`config.mk`:
```
export PLATFORM = sky130hd
export DESIGN_NAME = inst_queue
export DESIGN_NICKNAME = d
export VERILOG_FILES = /design/src/rtl/inst_queue_pkg.sv /design/src/rtl/iq_storage.sv /design/src/rtl/inst_queue.sv
export SDC_FILE = /design/constraint.sdc
export NUM_CORES = 1
export LEC_CHECK = 0
export BUFFER_PORTS_ARGS = -buffer_cell sky130_fd_sc_hd__buf_2
export CAP_MARGIN = 0
export CORE_MARGIN = 10
export CORE_UTILIZATION = 57
export CTS_BUF_LIST = sky130_fd_sc_hd__clkbuf_16
export CTS_CLUSTER_DIAMETER = 30
export CTS_CLUSTER_SIZE = 14
export DETAILED_ROUTE_END_ITERATION = 8
export PLACE_DENSITY_LB_ADDON = 0.25
export SLEW_MARGIN = 20
export SYNTH_ARGS = -nofsm -noshare
export SYNTH_HDL_FRONTEND = slang
export SYNTH_HIERARCHICAL = 1
export SYNTH_SLANG_ARGS = --single-unit
```
`constraint.sdc`:
```
create_clock -name clk -period 6.5 [get_ports clk]
set_clock_uncertainty 0.2 [all_clocks]
set_input_delay 0.65 -clock clk [delete_from_list [all_inputs] [get_ports clk]]
set_output_delay 0.65 -clock clk [all_outputs]
set_load 0.05 [all_outputs]
```
`src/rtl/inst_queue_pkg.sv`:
```
// Shared fetch/decode constants for the instruction prefetch queue.
package inst_queue_pkg;

  localparam int unsigned IQ_ADDR_W   = 6;
  localparam int unsigned IQ_INST_W   = 32;
  localparam int unsigned QUEUE_DEPTH = 4;

  // sll $0,$0,0 encodes as all zeroes, so an idle output is a NOP to decode.
  localparam logic [31:0] INST_NOP = 32'h0000_0000;

endpackage

```
`src/rtl/iq_storage.sv`:
```
// Entry storage for the instruction queue: one synchronous write port and
// one asynchronous read port.
module iq_storage #(
  parameter int unsigned DEPTH = 4,
  parameter int unsigned WIDTH = 38
) (
  input  logic                     clk,
  input  logic                     we,
  input  logic [$clog2(DEPTH)-1:0] waddr,
  input  logic [WIDTH-1:0]         wdata,
  input  logic [$clog2(DEPTH)-1:0] raddr,
  output logic [WIDTH-1:0]         rdata
);

  logic [WIDTH-1:0] mem [DEPTH];

  always_ff @(posedge clk) begin
    if (we) begin
      mem[waddr] <= wdata;
    end
  end

  assign rdata = mem[raddr];

endmodule

```
`src/rtl/inst_queue.sv`:
```
// Instruction prefetch queue between fetch and decode. Buffers {pc, inst}
// pairs in order, show-ahead head, synchronous flush on redirect.
module inst_queue
  import inst_queue_pkg::*;
#(
  parameter int unsigned DEPTH  = QUEUE_DEPTH,
  parameter int unsigned ADDR_W = IQ_ADDR_W,
  parameter int unsigned INST_W = IQ_INST_W
) (
  input  logic                       clk,
  input  logic                       rst,
  input  logic                       flush,
  input  logic                       in_valid,
  input  logic [ADDR_W-1:0]          in_pc,
  input  logic [INST_W-1:0]          in_inst,
  output logic                       in_ready,
  output logic                       out_valid,
  output logic [ADDR_W-1:0]          out_pc,
  output logic [INST_W-1:0]          out_inst,
  input  logic                       out_ready,
  output logic [$clog2(DEPTH+1)-1:0] count
);

  localparam int unsigned PTR_W   = $clog2(DEPTH);
  localparam int unsigned CNT_W   = $clog2(DEPTH+1);
  localparam int unsigned ENTRY_W = ADDR_W + INST_W;

  logic [PTR_W-1:0]   wr_ptr_q;
  logic [PTR_W-1:0]   rd_ptr_q;
  logic [CNT_W-1:0]   count_q;
  logic               push;
  logic               pop;
  logic [ENTRY_W-1:0] rd_entry;

  // in_ready looks only at registered count so it never depends on out_ready.
  assign in_ready  = !rst && !flush && (count_q != CNT_W'(DEPTH));
  assign out_valid = !rst && (count_q != '0);
  assign push      = in_valid && in_ready;
  assign pop       = out_valid && out_ready;
  assign count     = count_q;

  always_ff @(posedge clk) begin
    if (rst || flush) begin
      wr_ptr_q <= '0;
      rd_ptr_q <= '0;
      count_q  <= '0;
    end else begin
      if (push) begin
        wr_ptr_q <= wr_ptr_q + PTR_W'(1);
      end
      if (pop) begin
        rd_ptr_q <= rd_ptr_q + PTR_W'(1);
      end
      if (push && !pop) begin
        count_q <= count_q + CNT_W'(1);
      end else if (pop && !push) begin
        count_q <= count_q - CNT_W'(1);
      end
    end
  end

  iq_storage #(
    .DEPTH (DEPTH),
    .WIDTH (ENTRY_W)
  ) u_storage (
    .clk   (clk),
    .we    (push),
    .waddr (wr_ptr_q),
    .wdata ({in_pc, in_inst}),
    .raddr (rd_ptr_q),
    .rdata (rd_entry)
  );

  assign out_pc   = out_valid ? rd_entry[ENTRY_W-1:INST_W] : '0;
  assign out_inst = out_valid ? rd_entry[INST_W-1:0] : INST_W'(INST_NOP);

  // Fetch must hold a refused pair steady until it is taken or withdrawn.
  assert property (@(posedge clk) disable iff (rst)
    (in_valid && !in_ready) |=> (!in_valid || ($stable(in_pc) && $stable(in_inst))));

endmodule

```
; ---- After elaboration in Yosys (flattened, before gate mapping)
; Memories as Yosys holds them, arrays and structs flattened. A register that Yosys moved wholly into a read port is not among the register bits.
; Cells that the tools add are included.
[classes]
add_sub_neg = 4
eq_ne = 1
n_mux = 8
n_reduce_logical = 14
[ops]
columns = operator, count
row1 = $mux 32, 1
row2 = $logic_and 1x1->1, 7
row3 = $mux 3, 2
row4 = $mux 6, 1
row5 = $add 2x1->2 const B, 2
row6 = $logic_not 1->1, 4
row7 = $mux 2, 2
row8 = $add 3x1->3 const B, 1
row9 = $ne 3x3->1 const B, 1
row10 = $reduce_bool 3->1, 1
row11 = $sub 3x1->3 const B, 1
row12 = $mux 1, 2
row13 = $reduce_bool 2->1, 1
row14 = $logic_or 1x1->1, 1
[totals]
ff_bits = 7
ramBits = 152
input_bits = 43
out_inout_bits = 43
wordCells = 31
memories = 1
[memory_table]
columns = name, words, width, rd, rd_ports_with_merged_regs, wr, line_no
row1 = u_storage.mem, 4, 38, 1, 1, 1, iq_storage.sv:15  ; logic [WIDTH-1:0] mem [DEPTH];

; ---- Longest topological paths before layout
[logic_depth]
depth_word = 8
mapped_depth = 10
ltp_nobuf = 9

; ---- Modules after synthesis
; Netlist, hierarchy kept.
[by_module_without_submodules]
columns = module, n_inst, cells_each, area_per_inst_um2, seq_area_each_um2
row1 = iq_storage, 1, 202, 5529.1, 4564.4
row2 = inst_queue, 1, 85, 665.6, 140.1

; ---- Worst setup path after synthesis
; No wires, ideal clock.
[synth_timing]
path_type = input to register
from = in flush
to = mem u_storage.mem[0][0] (enable)
setup_ps = 488
arrival_ps = 4256
t_required_ps = 5812
slack_ps = 1556
path_stages = 4
n_path_buf = 1
cell_sequence = or2_2 buf_2 nor3_1 nor3b_1
[synth_via]
elab_chain_cells = 6
[synth_lines]
columns = item, line_no
row1 = "start, declared", inst_queue.sv:12  ; input logic flush,
row2 = $logic_not 1->1, inst_queue.sv:36  ; assign in_ready = !rst && !flush && (count_q != CNT_W'(DEPTH));
row3 = $logic_and 1x1->1 (2 in series), inst_queue.sv:36
row4 = $logic_and 1x1->1, inst_queue.sv:38  ; assign push = in_valid && in_ready;
row5 = via push, inst_queue.sv:31  ; logic push;
row6 = $mux 1, iq_storage.sv:18  ; if (we) begin
row7 = $mux 1 (implied by the code), iq_storage.sv:19  ; mem[waddr] <= wdata;
row8 = "end, declared", iq_storage.sv:15
; The timed path passes the listed nets, and every way through them passes these cells.

==> results by group <==
Clock tree
  – Clock sink count: 159
  – Clock insertion delay at the later pin of the skew report: 410 ps
  – CTS-repair resized insts: 0
  – Clock buffer count from CTS: 17
  – Post-CTS setup buffers: 0
  – TritonCTS clock tree: built
  – CTS Root Buffer Type: clkbuf_16
  – Count of hold buffers inserted by post-cts repair: 0
  – Max Root-Sink Buffers: 2
  – CTS H-tree depth: 4
  – Clock-pin slew of the registers on the worst-case setup and hold paths: 60 ps

Cells and area
  – Count of fill cells added during filler insertion: 714
  – Final non-filler cell total: 533
  – Multi-input logic area: 1360 µm²
  – Leading cell types in the layout, fill and taps excluded: edfxtp_1 (152), buf_2 (85), and2_1 (38), mux4_2 (38), clkbuf_16 (17)
  – Most frequent standard cell in the layout excluding fill and tap cells: edfxtp_1
  – Layout area overhead: 17.4%
  – Nets: 424
  – Register area: 4710 µm²
  – Fraction of layout instances using a drive strength above 1: 40.8%

Place
  – Number of placed instances with taps included: 500
  – Final weighted congestion in routability-driven placement: approximately 0.76
  – Placement Setup Slack: roughly 3000 ps
  – Detail Placement HPWL: 6.28 mm
  – Number of I/O port buffers: 85

Critical path
  – CP endpoint kind: primary output
  – Highest cell delay on the worst timing path: 870 ps
  – Slowest CP cell: dfxtp_4
  – Required time of the critical path: about 5700 ps
  – Cells along the critical path: mux4_2, and2_1, buf_2
  – Arrival time of data at the critical path endpoint: 2270 ps
  – Largest fanout on the critical path: 41
  – Start-to-end type of the worst setup path: reg -> out
  – Reg2Reg Launch Point: count[0]$_SDFFE_PP0P_
  – Critical path launch point: rd_ptr_q[0]$_SDFFE_PP0P_
  – Critical Path Start Type: register

Die
  – Initial cell density of the core: 57.7%
  – I/O pin count: 86
  – Floorplan die area: 15400 µm²
  – Chip width: 124 µm
  – Vertical die dimension: 124 µm
  – Number of core rows: 38
  – Area of the placeable core: 10700 µm²

Pwr
  – Cell Pwr Density: 302 nW/µm²
  – Leak pwr: 2.53 nW
  – VDD IR-drop max: 0.191 mV

Run status
  – Status: completed

Route
  – Post-route ant nets: 0
  – Remaining design rule violation count: 0
  – Pre-Repair DR Iteration Count: 4
  – Number of vias in the routed layout: 2989
  – Via density: about 5.6
  – Mean routed wirelength per cell: 20.6 µm
  – Total wirelength of the detailed-routed design: 11.0 mm
  – Iteration-0 DRC count of the detailed router: 165

GRT
  – Global-route wire length before repair: between 15 and 20 mm
  – Number of global-route vias before repair: 3232
  – Total global routing track utilization: 14.6%
  – Total global routing overflow: 0
  – Maximum number of pins on one net before global-route repair: 42
  – Antenna violations before repair: 1

Min path
  – HP Start: in_inst[25]
  – Hold crit path type: in -> reg

Job
  – MaxCap Viol Count: 0

STA
  – TNS Setup: 0 ps
  – Final period util: roughly 48%
  – RSZ-0062 raised after global routing: false
  – Final number of max-transition violations: 0
  – Tightest slew margin relative to the limit: 30.4%
  – Actual transition at the worst max-transition pin: approximately 1000 ps
  – Min Clock Period, post-route: about 3100 ps
  – Peak Freq: 321 MHz
  – Number of endpoints failing setup at the final stage: 0
  – Number of hold-slack violations in the final timing report: 0
  – Min setup slack post-route: between 3000 and 4000 ps

Synthesis
  – Proportion of synthesized flip-flops having asynchronous set or reset: 0%
  – Flops & latches, synth: 159
  – Top flip-flop cell by instance count after synthesis: edfxtp_1
  – Average footprint of a synthesized cell: 21.6 µm²
  – Net Count, Synth: 332
  – Summed instance area of the synthesized netlist: around 6200 µm²
  – Synth cell types: 30
  – Count of flip-flops with a built-in enable after synthesis: 152
  – Number of instances in the synthesized netlist: ~290
  – Sequential fraction of the synthesis area: 75.9%
  – Yosys warns: 6
==> flip-flops by register name, indices dropped and copies added (netlist names) <==
register	flops
count	3
rd_ptr_q	2
u_storage/mem	152
wr_ptr_q	2
==> power breakdown <==
group	internal (mW)	switching [mW]
clock network	0.594	0.369
registers	1.13	0.00598
logic	0.0322	0.0638
total	1.76	0.439
==> area by class of cell <==
class	instances	share of cell area (%)
inverter	2	0.103
clock buffer	17	5.85
tap	140	2.41
sequential	159	64.8
clock inverter	15	2.12
multi-input combinational	113	18.8
antenna	1	0.0344
timing repair buffer	86	5.95
==> metrics by stage <==
stage          total power, mW  util, %  hold WS (ps)  cell area (µm²)
6_report                  2.20     67.7           250             7270
2_1_floorplan             1.22        -           267             6190
3_5_place_dp              1.26     62.2           357             6690
5_1_grt                   2.27     67.7           232             7270
4_1_cts                   2.21     67.6           236             7270
3_3_place_gp              1.25     62.2           340             6690
==> path summary, 6_finish.rpt <==
path	end	slack, ps	cells after the start
worst max-delay path	out_inst[14]	3380	3
worst max register to register	u_storage/mem[0][30]$_DFFE_PP_	3660	4
worst min-delay path	u_storage/mem[0][25]$_DFFE_PP_	250	1
worst min register to register	wr_ptr_q[0]$_SDFFE_PP0P_	370	2
==> layer usage <==
| layer | track usage [%] | part of all wire [%] | routed length [µm] | up-vias |
|---|---|---|---|---|
| met3 | 5.28 | 6.4 | 707 | 16 |
| met5 | 0 | 0 | 0 | - |
| met1 | 17.3 | 41 | 4540 | 1532 |
| met2 | 23.0 | 51 | 5560 | 94 |
| met4 | 7.20 | 1.6 | 180 | 0 |
| li1 | - | - | - | 1347 |
==> worst max-delay path: cells and delay by family, from the launching register on <==
kind / cells / cell delay, ps
DFF: 1 / 870
buffers and inverters: 1 / 210
and+or+nand+nor: 1 / 170
muxes: 1 / 600
==> kinds of logic after synthesis <==
kind of cell               count (synthesis)  synth area share, %
DFF                                      159                 75.9
and+or+nand+nor                           60                 6.20
muxes                                     39                 14.0
buffers and inverters                     15                 2.18
AOI/OAI and AO/OA                         10                0.889
xor gates and xnor gates                   2                0.283
adders and majority gates                  2                0.525
==> Yosys cell counts (all sizes together) (2+ instances only) <==
| cell type | n | area [µm²] |
|---|---|---|
| and2 | 38 | 238 |
| and3b | 2 | 17.5 |
| buf | 12 | 124 |
| mux4 | 38 | 856 |
| nor3b | 2 | 20.0 |
| a21oi | 4 | 20.0 |
| nor2 | 5 | 26.3 |
| or3 | 5 | 31.3 |
| xor2 | 2 | 17.5 |
| inv | 2 | 7.51 |
| nor3 | 2 | 21.3 |
| nand2 | 3 | 11.3 |
| o21ai | 4 | 20.0 |
| dfxtp | 7 | 140 |
| edfxtp | 152 | 4560 |
Note: power is estimated with default switching activity, not from simulation.
